**config.mk**
```make
export PLATFORM = sky130hd
export DESIGN_NAME = game_sequencer
export DESIGN_NICKNAME = d
export VERILOG_FILES = /design/src/rtl/game_sequencer.sv
export SDC_FILE = /design/constraint.sdc
export NUM_CORES = 1
export LEC_CHECK = 0
export CAP_MARGIN = 0
export CORE_ASPECT_RATIO = 1.5
export CORE_UTILIZATION = 45
export DETAILED_ROUTE_END_ITERATION = 16
export PLACE_DENSITY = 0.76
export SETUP_SLACK_MARGIN = 0.02
export SLEW_MARGIN = 20
export SYNTH_ARGS = -nofsm -noshare
export SYNTH_HDL_FRONTEND = slang
export SYNTH_SLANG_ARGS = --single-unit
```
**constraint.sdc**
```tcl
create_clock -name clk -period 2.4 [get_ports clk]
set_input_delay 0.36 -clock clk [delete_from_list [all_inputs] [get_ports clk]]
set_output_delay 0.36 -clock clk [all_outputs]
set_load 0.01 [all_outputs]
```
**src/rtl/game_sequencer.sv**
```systemverilog
`timescale 1ns/1ps
// -----------------------------------------------------------------------------
// game_sequencer
//
// Top-level play controller for the snake game datapath.
//   * Steps the game through IDLE -> RUN <-> PAUSE, and RUN -> OVER.
//   * Generates the snake move tick. The move period shrinks as the score
//     grows and never drops below TICK_MIN.
//   * Issues a one-cycle synchronous game reset (sync) to the body
//     controller, the apple/obstacle generators and the score tracker
//     whenever a game is started or restarted.
//   * Holds a move tick back until the display has finished drawing the
//     previous frame (frame_req / frame_done handshake).
//
// Ports
//   clk         in   1      system clock
//   rst         in   1      asynchronous reset, active-high
//   start_pb    in   1      start/restart pulse (already synchronised, edge-detected)
//   pause_pb    in   1      pause toggle pulse (already synchronised, edge-detected)
//   bad_coll    in   1      head hit border, obstacle or body
//   score       in   8      current score, unsigned
//   frame_done  in   1      one-cycle pulse: image generator finished a frame
//   sync        out  1      one-cycle synchronous game reset (Mealy)
//   move_tick   out  1      one-cycle pulse: advance snake one cell (Mealy)
//   frame_req   out  1      redraw requested, held until frame_done
//   game_over   out  1      high while in OVER
//   state       out  2      0=IDLE 1=RUN 2=PAUSE 3=OVER
// -----------------------------------------------------------------------------
module game_sequencer #(
    parameter int TICK_BASE  = 1_500_000,
    parameter int TICK_MIN   = 300_000,
    parameter int SPEED_STEP = 20_000,
    parameter int CNT_W      = 24
) (
    input  logic       clk,
    input  logic       rst,
    input  logic       start_pb,
    input  logic       pause_pb,
    input  logic       bad_coll,
    input  logic [7:0] score,
    input  logic       frame_done,
    output logic       sync,
    output logic       move_tick,
    output logic       frame_req,
    output logic       game_over,
    output logic [1:0] state
);

    localparam logic [1:0] S_IDLE  = 2'd0;
    localparam logic [1:0] S_RUN   = 2'd1;
    localparam logic [1:0] S_PAUSE = 2'd2;
    localparam logic [1:0] S_OVER  = 2'd3;

    // The score product is formed 8 bits wider than the counter so that no
    // parameter combination can wrap it and produce a bogus long period.
    localparam int RW = CNT_W + 8;

    // Move period for a given score, clamped at TICK_MIN. The comparison is
    // done before the subtraction so TICK_BASE - red can never underflow.
    function automatic logic [CNT_W-1:0] calc_period(input logic [7:0] sc);
        logic [RW-1:0] red;
        logic [RW-1:0] base_w;
        logic [RW-1:0] span_w;
        red    = RW'(sc) * RW'(SPEED_STEP);
        base_w = RW'(TICK_BASE);
        span_w = RW'(TICK_BASE - TICK_MIN);
        if (red >= span_w) begin
            return CNT_W'(TICK_MIN);
        end
        return CNT_W'(base_w - red);
    endfunction

    logic [1:0]       state_q,     state_d;
    logic [CNT_W-1:0] cnt_q,       cnt_d;
    logic             frame_req_q, frame_req_d;
    logic             game_over_q, game_over_d;
    logic             sync_c;
    logic             tick_c;
    logic [CNT_W-1:0] period_c;
    logic [CNT_W-1:0] reload_c;

    // Counter reload value; score is sampled in the cycle the load happens.
    assign period_c = calc_period(score);
    assign reload_c = period_c - CNT_W'(1);

    always_comb begin
        state_d     = state_q;
        cnt_d       = cnt_q;
        frame_req_d = frame_req_q;
        game_over_d = game_over_q;
        sync_c      = 1'b0;
        tick_c      = 1'b0;

        // The redraw handshake completes in every state, including PAUSE.
        if (frame_req_q && frame_done) begin
            frame_req_d = 1'b0;
        end

        case (state_q)
            S_IDLE: begin
                if (start_pb) begin
                    sync_c      = 1'b1;
                    cnt_d       = reload_c;
                    frame_req_d = 1'b0;
                    game_over_d = 1'b0;
                    state_d     = S_RUN;
                end
            end

            S_RUN: begin
                if (start_pb) begin
                    sync_c      = 1'b1;
                    cnt_d       = reload_c;
                    frame_req_d = 1'b0;
                    game_over_d = 1'b0;
                    state_d     = S_RUN;
                end else if (bad_coll) begin
                    // Collision wins over a tick due in the same cycle.
                    game_over_d = 1'b1;
                    state_d     = S_OVER;
                end else if (pause_pb) begin
                    // The counter is not decremented in the cycle the pause
                    // is taken, so it resumes from exactly this value.
                    state_d = S_PAUSE;
                end else if (cnt_q != '0) begin
                    cnt_d = cnt_q - CNT_W'(1);
                end else if (!frame_req_q) begin
                    tick_c      = 1'b1;
                    frame_req_d = 1'b1;
                    cnt_d       = reload_c;
                end
                // cnt_q == 0 with a frame still pending: stall at zero.
            end

            S_PAUSE: begin
                if (start_pb) begin
                    sync_c      = 1'b1;
                    cnt_d       = reload_c;
                    frame_req_d = 1'b0;
                    game_over_d = 1'b0;
                    state_d     = S_RUN;
                end else if (pause_pb) begin
                    state_d = S_RUN;
                end
            end

            S_OVER: begin
                if (start_pb) begin
                    sync_c      = 1'b1;
                    cnt_d       = reload_c;
                    frame_req_d = 1'b0;
                    game_over_d = 1'b0;
                    state_d     = S_RUN;
                end
            end

            default: begin
                state_d = S_IDLE;
            end
        endcase
    end

    always_ff @(posedge clk or posedge rst) begin
        if (rst) begin
            state_q     <= S_IDLE;
            cnt_q       <= '0;
            frame_req_q <= 1'b0;
            game_over_q <= 1'b0;
        end else begin
            state_q     <= state_d;
            cnt_q       <= cnt_d;
            frame_req_q <= frame_req_d;
            game_over_q <= game_over_d;
        end
    end

    // sync is gated with rst so a start press during reset cannot leak a
    // datapath reset; move_tick is already zero because state_q is IDLE.
    assign sync      = sync_c & ~rst;
    assign move_tick = tick_c;
    assign frame_req = frame_req_q;
    assign game_over = game_over_q;
    assign state     = state_q;

endmodule

```
==> summary.md <==
| Metric | Value |
|---|---|
| Status | complete, but fails checks |
| Failing checks | negative setup slack |
| Worst setup EP type | register |
| Clock power frac | 5.1% |
| H-tree levels | 1 |
| Worst skew pair latency | 0.28 ns |
| Vias/cell | 5.70 |
| Post-layout min period | 5.20 ns |
| Initial antenna violation count | 0 |
| Fin util | 68.7% |
| Setup slack, reg-to-reg | -0.19 ns |
| Total number of vias | 3746 |
| LEAKAGE | 2.37 nW |
| Most common cell in the netlist | ha_1 |
| Seq pwr share | 14.1% |
| Worst Setup SP | score[7] |
| MaxCap Viol Count | 0 |
| GR Util met3 | about 1.9% |
| Global-route wire length before repair | 17.2 mm |
| Reg2reg start | cnt_q[6]$_DFFE_PP0P_ |
| Ranking of synthesized cells by area | dfrtp_1, ha_1, fa_1, a21oi_1, nor2_1 |
| Avg WL per Cell | 15.9 um |
| Residual DRC | 0 |
| Drt pass-1 iters | 5 |
| Mapped Nets | roughly 490 |
| Worst R2R End | cnt_q[7]$_DFFE_PP0P_ |
| Hold-fix buffers, CTS | 0 |
| GR Util met1 | 27.5% |
| Max-Slew Margin vs Limit | 67.7% |
| Die Area | 7950 um2 |
| Slew @ Worst Pin | about 0.48 ns |
| ANT nets after route | 0 |
| GRT overflow | 0 |
| Period utilization | 217% |
| Synth area leader | dfrtp_1 |
| Rows | 38 |
| Worst setup SP type | input port |
| Initial core utilization | 46.9% |
| Nets | 630 |
| Syn. warnings | 0 |
| Input/output buffers | 19 |
| CTS tree | yes |
| Internal power | between 2 and 3 mW |
| Hold Fails Final Rpt | 0 |
| Routed WL | approximately 10 mm |
| Post-synth top cells | ha_1, nor2_1, a21oi_1 |
| Worst hold margin | about 0.47 ns |
| Arrival time worst endpoint | 5.36 ns |
| Synthesized instance count | 420 |
| Final worst slack | -2.80 ns |
| Switching power | 2.29 mW |
| Hpwl dp | 7.85 mm |
| Crit path required time | 2.56 ns |
| Asr flop ratio synth | 100% |
| RSZ-0062 raised after global routing | yes |
| Busiest grt layer | met2 |
| Distinct cells, synth | 58 |
| Io pins | 20 |
| Vias in the first global route | 3856 |
| Fin cells | 657 |
| Maximum VDD drop | 0.689 mV |
| Placement Cell Area | between 4000 and 5000 um2 |
| Deepest clock path buffer count | 2 |
| Clk slew on worst S/H paths | 0.09 ns |
| Num CTS Buffers | 3 |
| Final Instance Area | 5000 um2 |
| Height of the die | 109 um |
| Switching share of power | between 40 and 50% |
| Clk Tree Root Cell | clkbuf_8 |
| DRT iter0 DRCs | 314 |
| Cell Pwr Density | 1030 nW/um2 |
| Yosys reg bits | 28 |
| Clk sinks | 28 |
| Cell count after placement | 644 |
| Max Clk Rate | between 150 and 200 MHz |
| Final Total Pwr | 5.14 mW |
| Post-synth top area share | roughly a fifth |
| GP Congestion | roughly 0.95 |
| EDFF count, synth | 0 |
| Largest fanout on the critical path | 3 |
| Hold WC Path Type | in2async |
| Layout cells sized above 1 | 35.0% |
| Layout area overhead | 46.5% |
| Dominant synthesized flop cell | dfrtp_1 |
| Finish-stage setup viols | 17 |
| GRT Total Usage | 27.5% |
| Mean Syn Cell Area | 8.13 um2 |
| Fin Clk Skew | 0.00760 ns |
| Comb power frac | between 80% and 90% |
| Register area share after synthesis | 20.5% |
| R2R cell count | 9 |
| GR Util met2 | 56.3% |
| Largest net degree at the start of global routing | 29 |
| Diodes inserted | 0 |
| Setup CP Type | in2reg |
| Max Slew Vio Count | 0 |
| Die width | between 70 and 80 um |
| Mapped Area | 3410 um2 |
| Core footprint | between 7000 and 8000 um2 |
-- worst max path at each step --
| stage | end | slack (ns) |
|---|---|---|
| floorplan | cnt_q[15]$_DFFE_PP0P_ | -2.78 |
| global placement | cnt_q[17]$_DFFE_PP0P_ | -3.22 |
| detailed placement | cnt_q[19]$_DFFE_PP0P_ | -3.44 |
| CTS | cnt_q[15]$_DFFE_PP0P_ | -2.80 |
| global route | cnt_q[19]$_DFFE_PP0P_ | -2.96 |
| finish | cnt_q[19]$_DFFE_PP0P_ | -2.80 |
-- flip-flops by register name (all words and copies together), names as in the netlist --
name and cells:
cnt_q 24, frame_req 1, game_over 1, state 2
-- repair_timing --
item	CTS	global route
resized for setup	49	24
pin swaps	33	39
endpoints found under the setup margin	18	22
gates cloned	0	0
setup buffers	10	4
-- area by class of cell --
type / count / area [um2]
multi-input combinational: 346 / 2840
fill: 557 / 2270
timing repair buffer: 148 / 1170
sequential: 28 / 701
tap: 100 / 125
inverter: 32 / 120
clock buffer: 3 / 41.3
-- critical path, cell delays in order --
cell and delay (ns):
buf_6 0.10, fa_1 0.55, fa_1 0.45, ha_1 0.31, inv_2 0.04, fa_1 0.49
inv_2 0.05, ha_4 0.27, o211ai_1 0.12, o21ai_2 0.20, o2111ai_2 0.17, or4b_4 0.56
a211o_1 0.32, a21oi_4 0.16, and2_4 0.19, ha_4 0.16, nand2_4 0.06, nor3_4 0.13
and3_4 0.25, a31oi_4 0.09, xor2_1 0.19, o221ai_1 0.14
-- metal layers --
metal  share of wire [%]  vias to the layer above
met1                  35                     1797
met5                   0                        -
met2                  58                      133
met4                 3.5                        0
li1                    -                     1782
met3                 3.2                       34
-- power by group through the flow --
| stage | clock, mW | combinational (mW) | sequential, mW |
|---|---|---|---|
| floorplan | 0 | 2.03 | 0.755 |
| global placement | 0 | 3.44 | 0.719 |
| detailed placement | 0 | 3.58 | 0.723 |
| CTS | 0.261 | 3.80 | 0.719 |
| global route | 0.275 | 4.50 | 0.743 |
| finish | 0.261 | 4.15 | 0.724 |
-- cells by family (layout without fill, tap and decap cells) --
kind of cell / Yosys count / count (layout) / synth area share (%)
XOR/XNOR: 26 / 26 / 6.67
flip-flops: 28 / 28 / 20.5
buffers and inverters: 46 / 183 / 5.31
adder cells (fa/ha/maj): 57 / 57 / 23.5
AND/OR/NAND/NOR: 153 / 153 / 23.3
AO/OA/AOI/OAI: 109 / 109 / 20.3
multiplexers: 1 / 1 / 0.330
-- stage by stage --
| step | setup TNS (ns) | setup slack (ns) |
|---|---|---|
| finish | -36.31 | -2.80 |
| detailed placement | -48.01 | -3.44 |
| floorplan | -34.70 | -2.78 |
| CTS | -36.19 | -2.80 |
| global placement | -45.06 | -3.22 |
| global route | -38.35 | -2.96 |
-- layout by cell type (no fill, tap or decap), types with 11 or more instances in the layout --
cell,n
ha_1,39
o21ai_0,27
nand2_1,22
a21oi_1,32
dfrtp_1,28
nor3_1,11
nor2_1,42
inv_1,28
xor2_1,11
nand3_1,12
buf_4,125
Note: power is estimated with default switching activity, not from simulation.
